## src/rtl/mmio_led_pkg.sv

```systemverilog
// Shared constants for the LED MMIO responder: register map,
// responder FSM encoding and decoded window size.
package mmio_led_pkg;

    localparam int WINDOW_BITS = 8;

    localparam logic [7:0] OFS_LED_DATA  = 8'h00;
    localparam logic [7:0] OFS_LED_SET   = 8'h04;
    localparam logic [7:0] OFS_LED_CLR   = 8'h08;
    localparam logic [7:0] OFS_TICKS     = 8'h0C;
    localparam logic [7:0] OFS_CTRL      = 8'h10;
    localparam logic [7:0] OFS_BLINK_DIV = 8'h14;

    localparam logic [5:0] W_LED_DATA  = OFS_LED_DATA[7:2];
    localparam logic [5:0] W_LED_SET   = OFS_LED_SET[7:2];
    localparam logic [5:0] W_LED_CLR   = OFS_LED_CLR[7:2];
    localparam logic [5:0] W_TICKS     = OFS_TICKS[7:2];
    localparam logic [5:0] W_CTRL      = OFS_CTRL[7:2];
    localparam logic [5:0] W_BLINK_DIV = OFS_BLINK_DIV[7:2];

    typedef enum logic [1:0] {
        ST_IDLE = 2'd0,
        ST_WAIT = 2'd1,
        ST_ACK  = 2'd2
    } state_t;

endpackage

```

## src/rtl/mmio_led_responder_blink.sv

```systemverilog
// Blink divider for the LED responder: a free-running divider that
// toggles a phase bit; only built when MMIO_LED_BLINK_EN is defined.
module led_blink_gen (
    input  logic        clk,
    input  logic        resetn,
    input  logic        en,
    input  logic [23:0] div,
    input  logic        restart,
    output logic        phase
);

    logic [23:0] cnt;

    // A restart clears the count but never cancels a toggle due on the same edge.
    always_ff @(posedge clk or negedge resetn) begin
        if (!resetn) begin
            cnt   <= '0;
            phase <= 1'b1;
        end else if (!en) begin
            cnt   <= '0;
            phase <= 1'b1;
        end else begin
            if (cnt == div) begin
                cnt   <= '0;
                phase <= ~phase;
            end else begin
                cnt <= cnt + 24'd1;
            end
            if (restart) begin
                cnt <= '0;
            end
        end
    end

endmodule

```

## src/rtl/mmio_led_responder.sv

```systemverilog
// PicoRV32 native-bus responder owning the LED, set/clear and tick registers.
// Define MMIO_LED_BLINK_EN to add the CTRL/BLINK_DIV blink feature.
module mmio_led_responder
    import mmio_led_pkg::*;
#(
    parameter logic [31:0] BASE_ADDR   = 32'h0200_0000,
    parameter int unsigned WAIT_CYCLES = 0,
    parameter logic [7:0]  LED_RESET   = 8'h00
) (
    input  logic        clk,
    input  logic        resetn,
    input  logic        mem_valid,
    input  logic [31:0] mem_addr,
    input  logic [31:0] mem_wdata,
    input  logic [3:0]  mem_wstrb,
    output logic        mem_ready,
    output logic [31:0] mem_rdata,
    output logic [7:0]  led
);

    localparam logic [3:0] WAIT_LOAD =
        (WAIT_CYCLES > 0) ? 4'(WAIT_CYCLES - 1) : 4'd0;

    state_t      state;
    state_t      state_nxt;
    logic        sel;
    logic        commit;
    logic        load_wait;
    logic [3:0]  wait_cnt;

    logic [5:0]  req_ofs;
    logic [31:0] req_wdata;
    logic [3:0]  req_wstrb;
    logic [5:0]  cur_ofs;
    logic [31:0] cur_wdata;
    logic [3:0]  cur_wstrb;
    logic        wr_lo;

    logic [7:0]  led_data;
    logic [31:0] ticks;
    logic [31:0] rd_val;
    logic        unused_bits;

    assign sel = mem_valid &&
        (mem_addr[31:WINDOW_BITS] == BASE_ADDR[31:WINDOW_BITS]);

    // The request is held in IDLE by the initiator; afterwards the latched copy
    // is used so a dropped mem_valid during WAIT still commits the original.
    assign cur_ofs   = (state == ST_IDLE) ? mem_addr[7:2] : req_ofs;
    assign cur_wdata = (state == ST_IDLE) ? mem_wdata     : req_wdata;
    assign cur_wstrb = (state == ST_IDLE) ? mem_wstrb     : req_wstrb;
    assign wr_lo     = commit && cur_wstrb[0];

    assign unused_bits = ^{mem_addr[1:0], cur_wdata[31:8], cur_wstrb[3:1]};

    always_comb begin
        state_nxt = state;
        commit    = 1'b0;
        load_wait = 1'b0;
        unique case (state)
            ST_IDLE: begin
                if (sel) begin
                    if (WAIT_CYCLES == 0) begin
                        state_nxt = ST_ACK;
                        commit    = 1'b1;
                    end else begin
                        state_nxt = ST_WAIT;
                        load_wait = 1'b1;
                    end
                end
            end
            ST_WAIT: begin
                if (wait_cnt == 4'd0) begin
                    state_nxt = ST_ACK;
                    commit    = 1'b1;
                end
            end
            ST_ACK: begin
                state_nxt = ST_IDLE;
            end
            default: begin
                state_nxt = ST_IDLE;
            end
        endcase
    end

    always_ff @(posedge clk or negedge resetn) begin
        if (!resetn) begin
            state    <= ST_IDLE;
            wait_cnt <= '0;
        end else begin
            state <= state_nxt;
            if (load_wait) begin
                wait_cnt <= WAIT_LOAD;
            end else if (state == ST_WAIT && wait_cnt != 4'd0) begin
                wait_cnt <= wait_cnt - 4'd1;
            end
        end
    end

    always_ff @(posedge clk or negedge resetn) begin
        if (!resetn) begin
            req_ofs   <= '0;
            req_wdata <= '0;
            req_wstrb <= '0;
        end else if (state == ST_IDLE && sel) begin
            req_ofs   <= mem_addr[7:2];
            req_wdata <= mem_wdata;
            req_wstrb <= mem_wstrb;
        end
    end

    always_ff @(posedge clk or negedge resetn) begin
        if (!resetn) begin
            ticks <= '0;
        end else begin
            ticks <= ticks + 32'd1;
        end
    end

    always_ff @(posedge clk or negedge resetn) begin
        if (!resetn) begin
            led_data <= LED_RESET;
        end else if (wr_lo) begin
            case (cur_ofs)
                W_LED_DATA: led_data <= cur_wdata[7:0];
                W_LED_SET:  led_data <= led_data | cur_wdata[7:0];
                W_LED_CLR:  led_data <= led_data & ~cur_wdata[7:0];
                default:    led_data <= led_data;
            endcase
        end
    end

`ifdef MMIO_LED_BLINK_EN
    logic        blink_en;
    logic [23:0] blink_div;
    logic        blink_en_nxt;
    logic        div_wr;
    logic        phase;

    // The divider sees the post-write enable so disabling restores led at once.
    assign blink_en_nxt = (wr_lo && cur_ofs == W_CTRL) ?
        cur_wdata[0] : blink_en;
    assign div_wr = commit && (cur_ofs == W_BLINK_DIV) && (|cur_wstrb[2:0]);

    always_ff @(posedge clk or negedge resetn) begin
        if (!resetn) begin
            blink_en  <= 1'b0;
            blink_div <= '0;
        end else begin
            blink_en <= blink_en_nxt;
            if (commit && cur_ofs == W_BLINK_DIV) begin
                for (int i = 0; i < 3; i++) begin
                    if (cur_wstrb[i]) begin
                        blink_div[8*i +: 8] <= cur_wdata[8*i +: 8];
                    end
                end
            end
        end
    end

    led_blink_gen u_blink (
        .clk     (clk),
        .resetn  (resetn),
        .en      (blink_en_nxt),
        .div     (blink_div),
        .restart (div_wr),
        .phase   (phase)
    );

    assign led = led_data & {8{phase}};
`else
    assign led = led_data;
`endif

    always_comb begin
        rd_val = '0;
        case (cur_ofs)
            W_LED_DATA,
            W_LED_SET,
            W_LED_CLR:   rd_val = {24'h0, led_data};
            W_TICKS:     rd_val = ticks;
`ifdef MMIO_LED_BLINK_EN
            W_CTRL:      rd_val = {31'h0, blink_en};
            W_BLINK_DIV: rd_val = {8'h0, blink_div};
`else
            W_CTRL:      rd_val = '0;
            W_BLINK_DIV: rd_val = '0;
`endif
            default:     rd_val = '0;
        endcase
    end

    always_ff @(posedge clk or negedge resetn) begin
        if (!resetn) begin
            mem_rdata <= '0;
        end else if (commit) begin
            mem_rdata <= rd_val;
        end else if (state == ST_ACK) begin
            mem_rdata <= '0;
        end
    end

    assign mem_ready = (state == ST_ACK);

endmodule
```

## config.mk

```make
export PLATFORM = sky130hd
export DESIGN_NAME = mmio_led_responder
export DESIGN_NICKNAME = d
export VERILOG_FILES = /design/src/rtl/mmio_led_pkg.sv /design/src/rtl/mmio_led_responder_blink.sv /design/src/rtl/mmio_led_responder.sv
export SDC_FILE = /design/constraint.sdc
export NUM_CORES = 1
export LEC_CHECK = 0
export ABC_AREA = 1
export CAP_MARGIN = 20
export CORE_MARGIN = 2
export CORE_UTILIZATION = 35
export CTS_CLUSTER_SIZE = 12
export DETAILED_ROUTE_END_ITERATION = 10
export PLACE_DENSITY_LB_ADDON = 0.12
export SLEW_MARGIN = 15
export SYNTH_ARGS = -nofsm -noshare
export SYNTH_HDL_FRONTEND = slang
export SYNTH_SLANG_ARGS = --single-unit
```

## constraint.sdc

```tcl
create_clock -name clk -period 1.7 [get_ports clk]
set_clock_uncertainty 0.15 [all_clocks]
set_input_delay 0.34 -clock clk [delete_from_list [all_inputs] [get_ports clk]]
set_output_delay 0.34 -clock clk [all_outputs]
set_load 0.02 [all_outputs]
```

Yosys cells after proc, flatten, opt, wreduce, memory -nomap -nowiden

Index checks and enable logic that the tools add are counted.

Add/subtract/negate cells: 2
Multiply operators: 0
Divide/modulo/power cells: 0
Magnitude comparators: 0
Eq/ne operators: 8
Shift operators: 0
Multiplexer cells: 13
Bitwise logic cells: 3
Reduce and logical (&&, ||, !) cells: 13

Operators with widths:

| operator                                          | count |
|---|---|
| two-way mux 32 bit                                | 2 |
| one-hot mux 32 bit (2 select lines)               | 1 |
| adder 32 x 1 -> 32 bit (second input constant)    | 1 |
| == test 24 x 18 -> 1 bit (second input constant)  | 1 |
| one-hot mux 8 bit (3 select lines)                | 1 |
| == test 6 x 2 -> 1 bit (second input constant)    | 2 |
| AND 8 bit                                         | 1 |
| two-way mux 8 bit                                 | 1 |
| inverter 8 bit                                    | 1 |
| bitwise OR 8 bit                                  | 1 |
| == test 6 x 1 -> 1 bit (second input constant)    | 1 |
| logical NOT 6 bit                                 | 1 |
| two-way mux 6 bit                                 | 1 |
| logical AND 1 bit                                 | 4 |
| logical NOT 4 bit                                 | 1 |
| two-way mux 2 bit                                 | 2 |
| inequality test 2 bit (second input constant)     | 2 |
| one-hot mux 2 bit (2 select lines)                | 1 |
| AND reduction 2 bit                               | 2 |
| nonzero test 4 bit                                | 1 |
| subtractor 4 x 1 -> 4 bit (second input constant) | 1 |
| two-way mux 1 bit                                 | 3 |
| nonzero test 3 bit                                | 1 |
| OR reduction 3 bit                                | 1 |
| other kinds (5)                                   | 5 |

Flip-flop bits (word level): 93
Bits in latches: 0
RAM bits: 0
Memory bits (read-only): 0
Input bits: 71
Memories kept: 0

Longest topological paths before layout

Gate-level depths: netlist of run 1.

Word-level depth: 6
Gate-level depth with buffers: 12

Least setup slack after synthesis of run 1

Ideal clock, no wire load.

Kind: register to register
From: register state[1]
To: register led_data[0], in the netlist led[0]
Setup time: 117 ps
Data arrival time: 1,361 ps
Required time: 1,433 ps
Path slack: 71 ps
Cell stages (with the launch flop): 7
Path buffers: 2
Clock period less this slack: 1,629 ps
Cell sequence: dfrtp_1 buf_6 buf_6 o21ai_0 nand4_4 nand2_1 nand2_1

Word-level cells in the longest chain between the ends: 5
Elaborated cells on any way between the ends: 16
Those cells by class: eq/ne (3); mux (5); bitwise (3); reduce/logical (5)

RTL lines:

| item                                                                                       | line                                               | text |
|---|---|---|
| start: declaration                                                                         | mmio_led_responder.sv:24                           | `state_t state;` |
| start signal: assignment                                                                   | mmio_led_responder.sv:92                           | `state <= state_nxt;` |
| logical NOT 2 bit                                                                          | -                                                  |  |
| two-way mux 6 bit / two-way mux 8 bit (equally long branches)                              | mmio_led_responder.sv:49, mmio_led_responder.sv:50 |  |
| == test 6 x 1 -> 1 bit, or another cell as far along                                       | mmio_led_responder.sv:125                          | `case (cur_ofs)` |
| nonzero test 3 bit (no line) / AND 8 bit (equally long branches)                           | -                                                  |  |
| AND reduction 2 bit (no line) / one-hot mux 8 bit (3 select lines) (equally long branches) | -                                                  |  |
| end signal: assignment                                                                     | mmio_led_responder.sv:126                          | `W_LED_DATA: led_data <= cur_wdata[7:0];` |
| end signal: assignment                                                                     | mmio_led_responder.sv:127                          | `W_LED_SET: led_data <= led_data \| cur_wdata[7:0];` |
| end signal: assignment                                                                     | mmio_led_responder.sv:128                          | `W_LED_CLR: led_data <= led_data & ~cur_wdata[7:0];` |
| end: declaration                                                                           | mmio_led_responder.sv:39                           | `logic [7:0] led_data;` |

Parallel ways exist; a longest one is shown, timed or not.
A chain may end at the register's enable or synchronous reset.

Worst setup path in the final report of run 1

From: register state[1]
To: register led_data[2], in the netlist led[2]

Same word-level chain as after synthesis.

==> results of run 1 <==
## power groups by stage
stage | Clock, mW | Sequential, mW | Combinational (mW)
floorplan | 0 | 2.13 | 0.0744
global placement | 0 | 2.13 | 0.277
detailed placement | 0 | 2.13 | 0.280
CTS | 2.19 | 2.09 | 0.290
global route | 2.27 | 2.09 | 0.326
finish | 2.14 | 2.09 | 0.292
## metrics by stage
| stage | setup slack [ns] | util (%) | power (mW) | std cells | hold WS, ns |
|---|---|---|---|---|---|
| finish | -0.0249 | 51.8 | 4.53 | 913 | 0.190 |
| global route | -0.135 | 51.8 | 4.68 | 913 | 0.240 |
| CTS | -0.0624 | 49.1 | 4.57 | 903 | 0.267 |
| detailed placement | -0.460 | 45.7 | 2.41 | 880 | 0.140 |
| global placement | -0.418 | 45.7 | 2.41 | 880 | 0.133 |
| floorplan | 0.0714 | - | 2.21 | 594 | -0.106 |
## path summary, 6_finish.rpt
kind | startpoint | end | slack (ns) | cells past startpoint
max in group asynchronous | resetn | state[1] | 0.46 | 3
min in group asynchronous | resetn | mem_rdata[26] | 0.32 | 2
worst max-delay path | state[1] | led[2] | -0.02 | 9
worst max register to register | state[1] | led[2] | -0.02 | 9
worst min-delay path | mem_addr[10] | state[1] | 0.19 | 4
worst min register to register | req_wstrb[0] | req_wstrb[0] | 0.32 | 2
## timing repair
action | 4_1_cts | 5_1_grt
gates resized for setup | 88 | 56
buffers inserted | 5 | 4
hold buffers | 1 | 0
endpoints found under the setup margin | 84 | 61
hold endpoints to repair | 25 | 0
gates cloned | 1 | 6
pin swaps | 18 | 21
## placed cells by master (no fill, tap or decap), types with 6 or more instances in the layout
cell type / n
dlygate4sd2_1: 50
clkbuf_16: 13
dlymetal6s2s_1: 12
buf_6: 6
nand2_4: 9
buf_4: 41
nand2_1: 168
nand2_2: 10
nand4_1: 9
inv_1: 61
nand3_1: 48
nor2_2: 18
nor2_1: 37
xnor2_1: 8
buf_12: 6
xor2_1: 20
dfrtp_1: 87
nor2_4: 8
nand3_2: 14
o21ai_1: 26
clkdlybuf4s50_1: 18
o21ai_0: 12
## tightest hold or removal path, cell delays in order
cell	delay, ns
dlymetal6s2s_1	0.12
nor2_1	0.07
nand3_1	0.08
nor4_1	0.05
## logic make-up after synthesis
family	synth area share, %
buffers and inverters	8.02
and+or+nand+nor	34.3
AOI/OAI and AO/OA	5.66
adders and majority gates	0.265
DFF	46.6
xor gates and xnor gates	5.19
## area by class of cell
| cell class | instances | area [µm²] |
|---|---|---|
| fillers | 1308 | 6390 |
| multi-input cells | 420 | 2380 |
| flip-flops and latches | 88 | 2200 |
| repair buffers | 141 | 1420 |
| inverters | 69 | 288 |
| clock buffers | 10 | 239 |
| well taps | 176 | 220 |
| clock inverters | 6 | 82.6 |
| repair inverters | 3 | 21.3 |
## routing by layer
metal | track usage, % | part of all wire [%] | vias to the layer above | wire length, µm
met4 | 7.12 | 1.9 | 0 | 253
met2 | 30.9 | 49 | 110 | 6600
li1 | - | - | 2163 | -
met1 | 24.9 | 45 | 2067 | 6090
met5 | 0 | 0 | - | 0
met3 | 2.26 | 4.3 | 20 | 581
## sequential cells by signal, summed over array words and instances (netlist names)
| register | cells |
|---|---|
| mem_rdata | 32 |
| ticks | 32 |
| led | 8 |
| req_wstrb | 1 |
| req_ofs | 6 |
| state | 1 |
| req_wdata | 8 |
## synthesized netlist by cell type, types with 3 or more instances
cell type | count | share of area [%]
buf_2 | 6 | 0.64
nor2_2 | 9 | 1.2
nor2_4 | 4 | 0.95
nand2_2 | 4 | 0.53
nor2_1 | 50 | 4.0
o21ai_1 | 24 | 2.5
nand4_1 | 9 | 1.2
nand2_4 | 4 | 0.95
nand4_4 | 3 | 1.3
xnor2_1 | 8 | 1.5
buf_6 | 5 | 1.2
nor4_1 | 4 | 0.53
o31ai_1 | 5 | 0.79
nand2_1 | 179 | 14
inv_4 | 3 | 0.40
o21ai_0 | 15 | 1.6
nand3_1 | 62 | 6.6
inv_2 | 3 | 0.24
inv_1 | 62 | 4.9
xor2_1 | 20 | 3.7
nor3_1 | 4 | 0.42
dfrtp_1 | 88 | 47
nor3_2 | 3 | 0.64
a21oi_1 | 4 | 0.42
clkbuf_1 | 3 | 0.24
==> flow_metrics.tcl, run 1 <==
set metrics [dict create \
    crit_fanout 7 \
    slew_headroom_pct 74.1 \
    p_leak_nw 3.48 \
    dieArea_um2 14500 \
    crit_buf_inv 2 \
    cp_top_family "simple AND/OR/NAND/NOR gates" \
    detail-route-antenna-nets 0 \
    antenna_found_initial 0 \
    synth_area_um2 4730 \
    powerDensity_nw_per_um2 660 \
    routed_wl_um 13500 \
    cts_tree "built" \
    startpoint_type "register" \
    cts.sink_count 88 \
    irDropWorstVdd_uv 584 \
    grt_overflow 0 \
    synth_edf_count 0 \
    cp_cell_sequence "buf_6, nor2_4, nand3_2, nand2_4, o21ai_4, buf_6, nor2_4, nand3_2, nand2_2" \
    core_area_um2 13200 \
    switching_share_pct 21.5 \
    first_iter_violations 230 \
    die_h_um 120 \
    seq_power_share_pct 46.3 \
    layout_min_cycle_time_ns 1.72 \
    violations "negative setup slack" \
    dp_hpwl_um 9560 \
    netSwitchingPower_uw 973 \
    n_antenna_cell 0 \
    status "complete, but fails checks" \
    cts_made_buffers 9 \
    cp-end-kind "register" \
    placementRows 42 \
    post-route-worst-setup-slack_ns -0.0249 \
    fin_area_um2 6850 \
    clkTransAtPathRegs_ns 0.07 \
    critPathKind "register to register" \
    final_nets 804 \
    ys.flop_type "dfrtp_1" \
    ys_warn_count 0 \
    syn_avg_cell_area_um2 7.96 \
    vias 4360 \
    first_global_vias 4281 \
    p_clk_share_pct 47.3 \
    grt_use_total_pct 18.6 \
    grt_max_degree 33 \
    cts_buffer_depth 2 \
    clockRootBuffer "clkbuf_16" \
    cap_viol_max_count 0 \
    io_buffers 82 \
    setup_viol 11 \
    fin_crit_sh_pct 101 \
    p_comb_share_pct 6.5 \
    worstPathArrival_ns 1.86 \
    critPathMaxStageDelay_ns 0.44 \
    wl_per_cell_um 14.8 \
    clkLatencyLatePin_ns 0.34 \
    drc 0 \
    io_pins 112 \
    dpl_cell_area_um2 6050 \
    netlist_instances 594 \
    fmax_mhz 580 \
    p_int_mw 3.55 \
    worst_slew_pin_slew_ns 0.389 \
    drive_gt1_share_pct 22.4 \
    ys_seq_elements 88 \
    synth_nets 666 \
    hold_viol 0 \
    ys_types 36 \
    synthArstFlopShare_pct 100 \
    rsz0062_at_grt "yes" \
    area_growth_pct 45.0 \
    gp_congestion 0.846 \
    yosysSeqAreaShare_pct 46.6 \
    maxSlewViolCount 0 \
    grt_pass1_wl_um 21200 \
    htree_levels 3 \
    crit_slowest_cell "dfrtp_2" \
    initial_utilization_pct 35.7 \
    dr.pass1.iters 4 \
    min_path_type "input pin to register" \
    dieWidth_um 120 \
    fin_setup_tns_ns -0.195 \
    via_per_inst 4.78 \
    required_ns 1.84 \
]
No activity file was read; power rests on OpenSTA's default activity.
==> run 2: changes to the inputs <==
Settings changed: CELL_PAD_IN_SITES_DETAIL_PLACEMENT from default to 1, CELL_PAD_IN_SITES_GLOBAL_PLACEMENT from default to 2, CORE_UTILIZATION 35 to 29.
==> run 2 against run 1 <==
  * The flow still finishes with violations (negative setup slack)
  * Routed wire length rose by 10%
  * Worst hold slack worse by 0.016 ns
  * First-iteration DRC count decreased by 40%
  * Sequential power is essentially flat
  * Maximum frequency is essentially flat
  * Combinational power decreased by 1%
  * Critical path type unchanged
  * Setup slack worse by 0.0012 ns
  * Critical path depth stayed put
  * Sequential cell count did not move
==> flow_metrics.tcl, run 2 (synthesis results as in run 1) <==
set metrics [dict create \
    clkTransAtPathRegs_ns 0.06 \
    min_path_type "input pin to register" \
    clockRootBuffer "clkbuf_16" \
    drive_gt1_share_pct 21.1 \
    final_common_cell "nand2_1" \
    dieWidth_um 132 \
    fin_area_um2 6760 \
    mostFrequentLayoutCells "nand2_1 (165), dfrtp_1 (86), inv_1 (62)" \
    gp_congestion 0.761 \
    htree_levels 3 \
    vias 4348 \
    grt_overflow 0 \
    io_pins 112 \
    reg2reg_slack_ns -0.03 \
    startpoint_type "register" \
    crit_fanout 8 \
    cts_made_buffers 9 \
    status "complete, but fails checks" \
    drc 0 \
    dieArea_um2 17300 \
    dp_cells 920 \
    r2r-start "state[1]" \
    routed_wl_um 14900 \
    layout_min_cycle_time_ns 1.73 \
    rr_endpoint "led[2]" \
    cts_buffer_depth 2 \
    antenna_found_initial 0 \
    first_global_vias 4689 \
    detail-route-antenna-nets 0 \
    placementRows 46 \
    dr.pass1.iters 4 \
    grt_max_degree 33 \
    grt_pass1_wl_um 24600 \
    slew_headroom_pct 74.0 \
    rsz0062_at_grt "yes" \
    critPathKind "register to register" \
    clkLatencyLatePin_ns 0.35 \
    finalNonFillerCells 946 \
    via_per_inst 4.60 \
    num-fill-cells 1941 \
    maxSlewViolCount 0 \
    cap_viol_max_count 0 \
    cts_tree "built" \
    startpoint "state[1]" \
    worst_slew_pin_slew_ns 0.386 \
    post-route-worst-setup-slack_ns -0.0260 \
    first_iter_violations 138 \
    wl_per_cell_um 15.8 \
    grt_use_total_pct 17.6 \
    p_total_mw 4.43 \
    io_buffers 82 \
    setup_viol 9 \
    powerDensity_nw_per_um2 656 \
    endpoint "led[2]" \
    post-route-util_pct 42.5 \
    multi_input_area_um2 2380 \
    cp-end-kind "register" \
    initial_utilization_pct 29.8 \
    area_growth_pct 42.9 \
    fin_crit_sh_pct 102 \
    top_regs "mem_rdata: 32 flops, ticks: 32 flops" \
    hold_viol 0 \
    final_nets 797 \
    violations "negative setup slack" \
    cts.sink_count 88 \
    ff_latch_area_um2 2200 \
    fmax_mhz 579 \
    rr_worst_depth 9 \
    die_h_um 132 \
    core_area_um2 15900 \
    p_leak_nw 3.41 \
    dpl_cell_area_um2 6120 \
    worstPathArrival_ns 1.82 \
    irDropWorstVdd_uv 439 \
    n_antenna_cell 0 \
    dp_hpwl_um 11000 \
    required_ns 1.79 \
]
run 2: report_power, final:
group          internal [mW]  leakage (nW)  switching (mW)
Sequential              2.09          1.19     0.000000404
Combinational          0.135          2.06           0.152
Clock                   1.22         0.150           0.835
Total                   3.45          3.41           0.987
run 2: worst max-delay path, stage by stage (launching register included):
cell and delay, ns:
dfrtp_2 0.44, buf_12 0.16, nor2_4 0.08, nand3_2 0.09
nand2_4 0.11, o21ai_4 0.10, inv_4 0.11, nand4_4 0.19
nand2_2 0.13, nand2_2 0.05
run 2: worst min path at each step:
stage,from,to,depth (start not counted)
after floorplan,resetn,led[0],0
after detailed placement,resetn,state[1],1
final,mem_addr[20],state[1],4
after global placement,resetn,state[1],1
after CTS,mem_addr[9],state[1],4
after global routing,mem_addr[20],state[1],4
run 2: per-stage QoR:
step	hold WS, ns	TNS [ns]	worst slack, ns
2_1_floorplan	-0.106	0	0.0714
3_3_place_gp	0.121	-18.36	-0.469
3_5_place_dp	0.124	-18.54	-0.520
4_1_cts	0.275	-0.0564	-0.0190
5_1_grt	0.211	-2.30	-0.121
6_report	0.174	-0.114	-0.0260
run 2: final cells by class:
cell class / instances / area share [%]
multi-input cells: 420 / 35.2
flip-flops and latches: 88 / 32.6
clock buffers: 13 / 3.85
well taps: 216 / 4.00
repair inverters: 2 / 0.222
inverters: 69 / 4.07
clock inverters: 3 / 0.592
repair buffers: 135 / 19.5
run 2: per-layer routing:
metal / track usage (%) / routed length [µm] / up-vias
met1: 22.9 / 6850 / 2144
met5: 0 / 0 / -
li1: - / - / 2152
met4: 3.80 / 126 / 0
met2: 30.2 / 7540 / 42
met3: 3.70 / 418 / 10
run 2: timing repair:
action / 4_1_cts / 5_1_grt
pin swaps: 26 / 25
hold endpoints to repair: 17 / 0
hold buffers: 1 / 0
gates resized for setup: 81 / 53
setup endpoints to repair: 65 / 57
setup buffers: 3 / 1
gates cloned: 1 / 4
==> run 3: changes to the inputs <==
Settings changed: PLACE_DENSITY_LB_ADDON 0.12 to 0.1.
==> run 3 against run 2 <==
  * The flow still finishes with violations (negative setup slack)
  * Setup slack got worse by 0.033 ns
  * Critical path depth is 1 higher
  * Clock power up 15%
  * First-iteration DRC count is 0.72% lower
  * Critical endpoint is now mem_rdata[21]
  * Largest cell class unchanged
  * Largest power group is now clock
==> flow_metrics.tcl, run 3 (synthesis results as in run 1) <==
set metrics [dict create \
    startpoint "state[1]" \
    slew_headroom_pct 74.5 \
    drive_gt1_share_pct 24.9 \
    hold_viol 0 \
    antenna_found_initial 0 \
    gp_congestion 0.800 \
    via_per_inst 4.65 \
    top_regs "mem_rdata: 32 flops, ticks: 32 flops" \
    area_growth_pct 49.4 \
    dp_cells 925 \
    dr.pass1.iters 4 \
    p_total_mw 4.75 \
    maxSlewViolCount 0 \
    finalNonFillerCells 960 \
    detail-route-antenna-nets 0 \
    io_pins 112 \
    startpoint_type "register" \
    clockRootBuffer "clkbuf_16" \
    cts.sink_count 88 \
    required_ns 1.82 \
    cts_tree "built" \
    powerDensity_nw_per_um2 673 \
    crit_buf_inv 4 \
    final_common_cell "nand2_1" \
    fin_area_um2 7060 \
    setup_viol 27 \
    cp_cell_sequence "buf_12, nand2_4, nand2_4, buf_6, nor2_4, nand2_8, buf_4, inv_6, nand2_1, o21ai_1" \
    status "complete, but fails checks" \
    grt_pass1_wl_um 25000 \
    fin_crit_sh_pct 103 \
    critPathMaxStageDelay_ns 0.45 \
    cp_top_family "buffers and inverters" \
    p_leak_nw 3.62 \
    initial_utilization_pct 29.8 \
    crit_fanout 8 \
    worstPathArrival_ns 1.88 \
    clkLatencyLatePin_ns 0.35 \
    worst_slew_pin_slew_ns 0.379 \
    io_buffers 82 \
    grt_use_total_pct 18.0 \
    n_antenna_cell 0 \
    fmax_mhz 568 \
    cp-end-kind "register" \
    die_h_um 132 \
    core_area_um2 15900 \
    cp_common_cell "nand2_4" \
    r2r-start "state[1]" \
    dp_hpwl_um 11200 \
    layout_min_cycle_time_ns 1.76 \
    cts_buffer_depth 2 \
    vias 4461 \
    grt_overflow 0 \
    first_global_vias 4754 \
    placementRows 46 \
    final_nets 811 \
    post-route-worst-setup-slack_ns -0.0595 \
    mostFrequentLayoutCells "nand2_1 (161), dfrtp_1 (84), inv_1 (62)" \
    grt_max_degree 33 \
    cts_made_buffers 9 \
    critPathKind "register to register" \
    dieArea_um2 17300 \
    rsz0062_at_grt "yes" \
    crit_slowest_cell "dfrtp_2" \
    dpl_cell_area_um2 6150 \
    dieWidth_um 132 \
    wl_per_cell_um 16.4 \
    cap_viol_max_count 0 \
    routed_wl_um 15800 \
    min_path_type "input pin to register" \
    clkTransAtPathRegs_ns 0.06 \
    irDropWorstVdd_uv 412 \
    first_iter_violations 137 \
    violations "negative setup slack" \
    hp-start "mem_addr[16]" \
    drc 0 \
    htree_levels 3 \
    fin_hold_ws_ns 0.168 \
]
==> run 3: per-layer routing <==
metal	vias to the layer above	wire, µm	global-route usage, %
li1	2193	-	-
met1	2206	7170	24.0
met2	47	7980	30.2
met3	15	457	3.55
met4	0	165	4.17
met5	-	0	0
==> run 3: stage by stage <==
stage	TNS, ns	setup WS [ns]	util [%]
finish	-0.542	-0.0595	44.5
global route	-3.16	-0.124	44.5
CTS	-0.361	-0.0715	41.7
detailed placement	-20.42	-0.513	38.7
floorplan	0	0.0714	-
global placement	-18.37	-0.479	38.7
==> run 3: final cells by class <==
class                   count  area [µm²]
clock buffers               9         225
repair inverters            4        41.3
flip-flops and latches     88        2210
multi-input cells         420        2500
fillers                  1901        8820
clock inverters             7         119
well taps                 216         270
repair buffers            147        1420
inverters                  69         278
==> run 3: worst reg2reg max path: cells and delay by family, from the launching register on <==
family	cells	cell delay, ns
compound gates	1	0.13
buf+inv	4	0.53
flops	1	0.45
simple gates	5	0.43
==> run 3: worst paths after layout <==
| check | cells past startpoint | slack, ns | endpoint |
|---|---|---|---|
| max reg2reg | 10 | -0.06 | mem_rdata[21] |
| min | 4 | 0.17 | state[1] |
| max | 10 | -0.06 | mem_rdata[21] |
| max in group asynchronous | 3 | 0.58 | ticks[17] |
| min reg2reg | 2 | 0.33 | req_wstrb[0] |
| min in group asynchronous | 2 | 0.29 | mem_rdata[12] |
==> run 3: power by group <==
part | internal, mW | switching (mW)
logic | 0.138 | 0.159
registers | 2.09 | 0.000000387
clock network | 1.44 | 0.923
total | 3.67 | 1.08
==> run 3: repair_timing <==
item	in CTS	in global routing
pin swaps	20	29
hold endpoints to repair	20	0
gates cloned	1	5
hold buffers	1	0
setup endpoints to repair	77	61
setup buffers	4	8
resized for setup	101	68
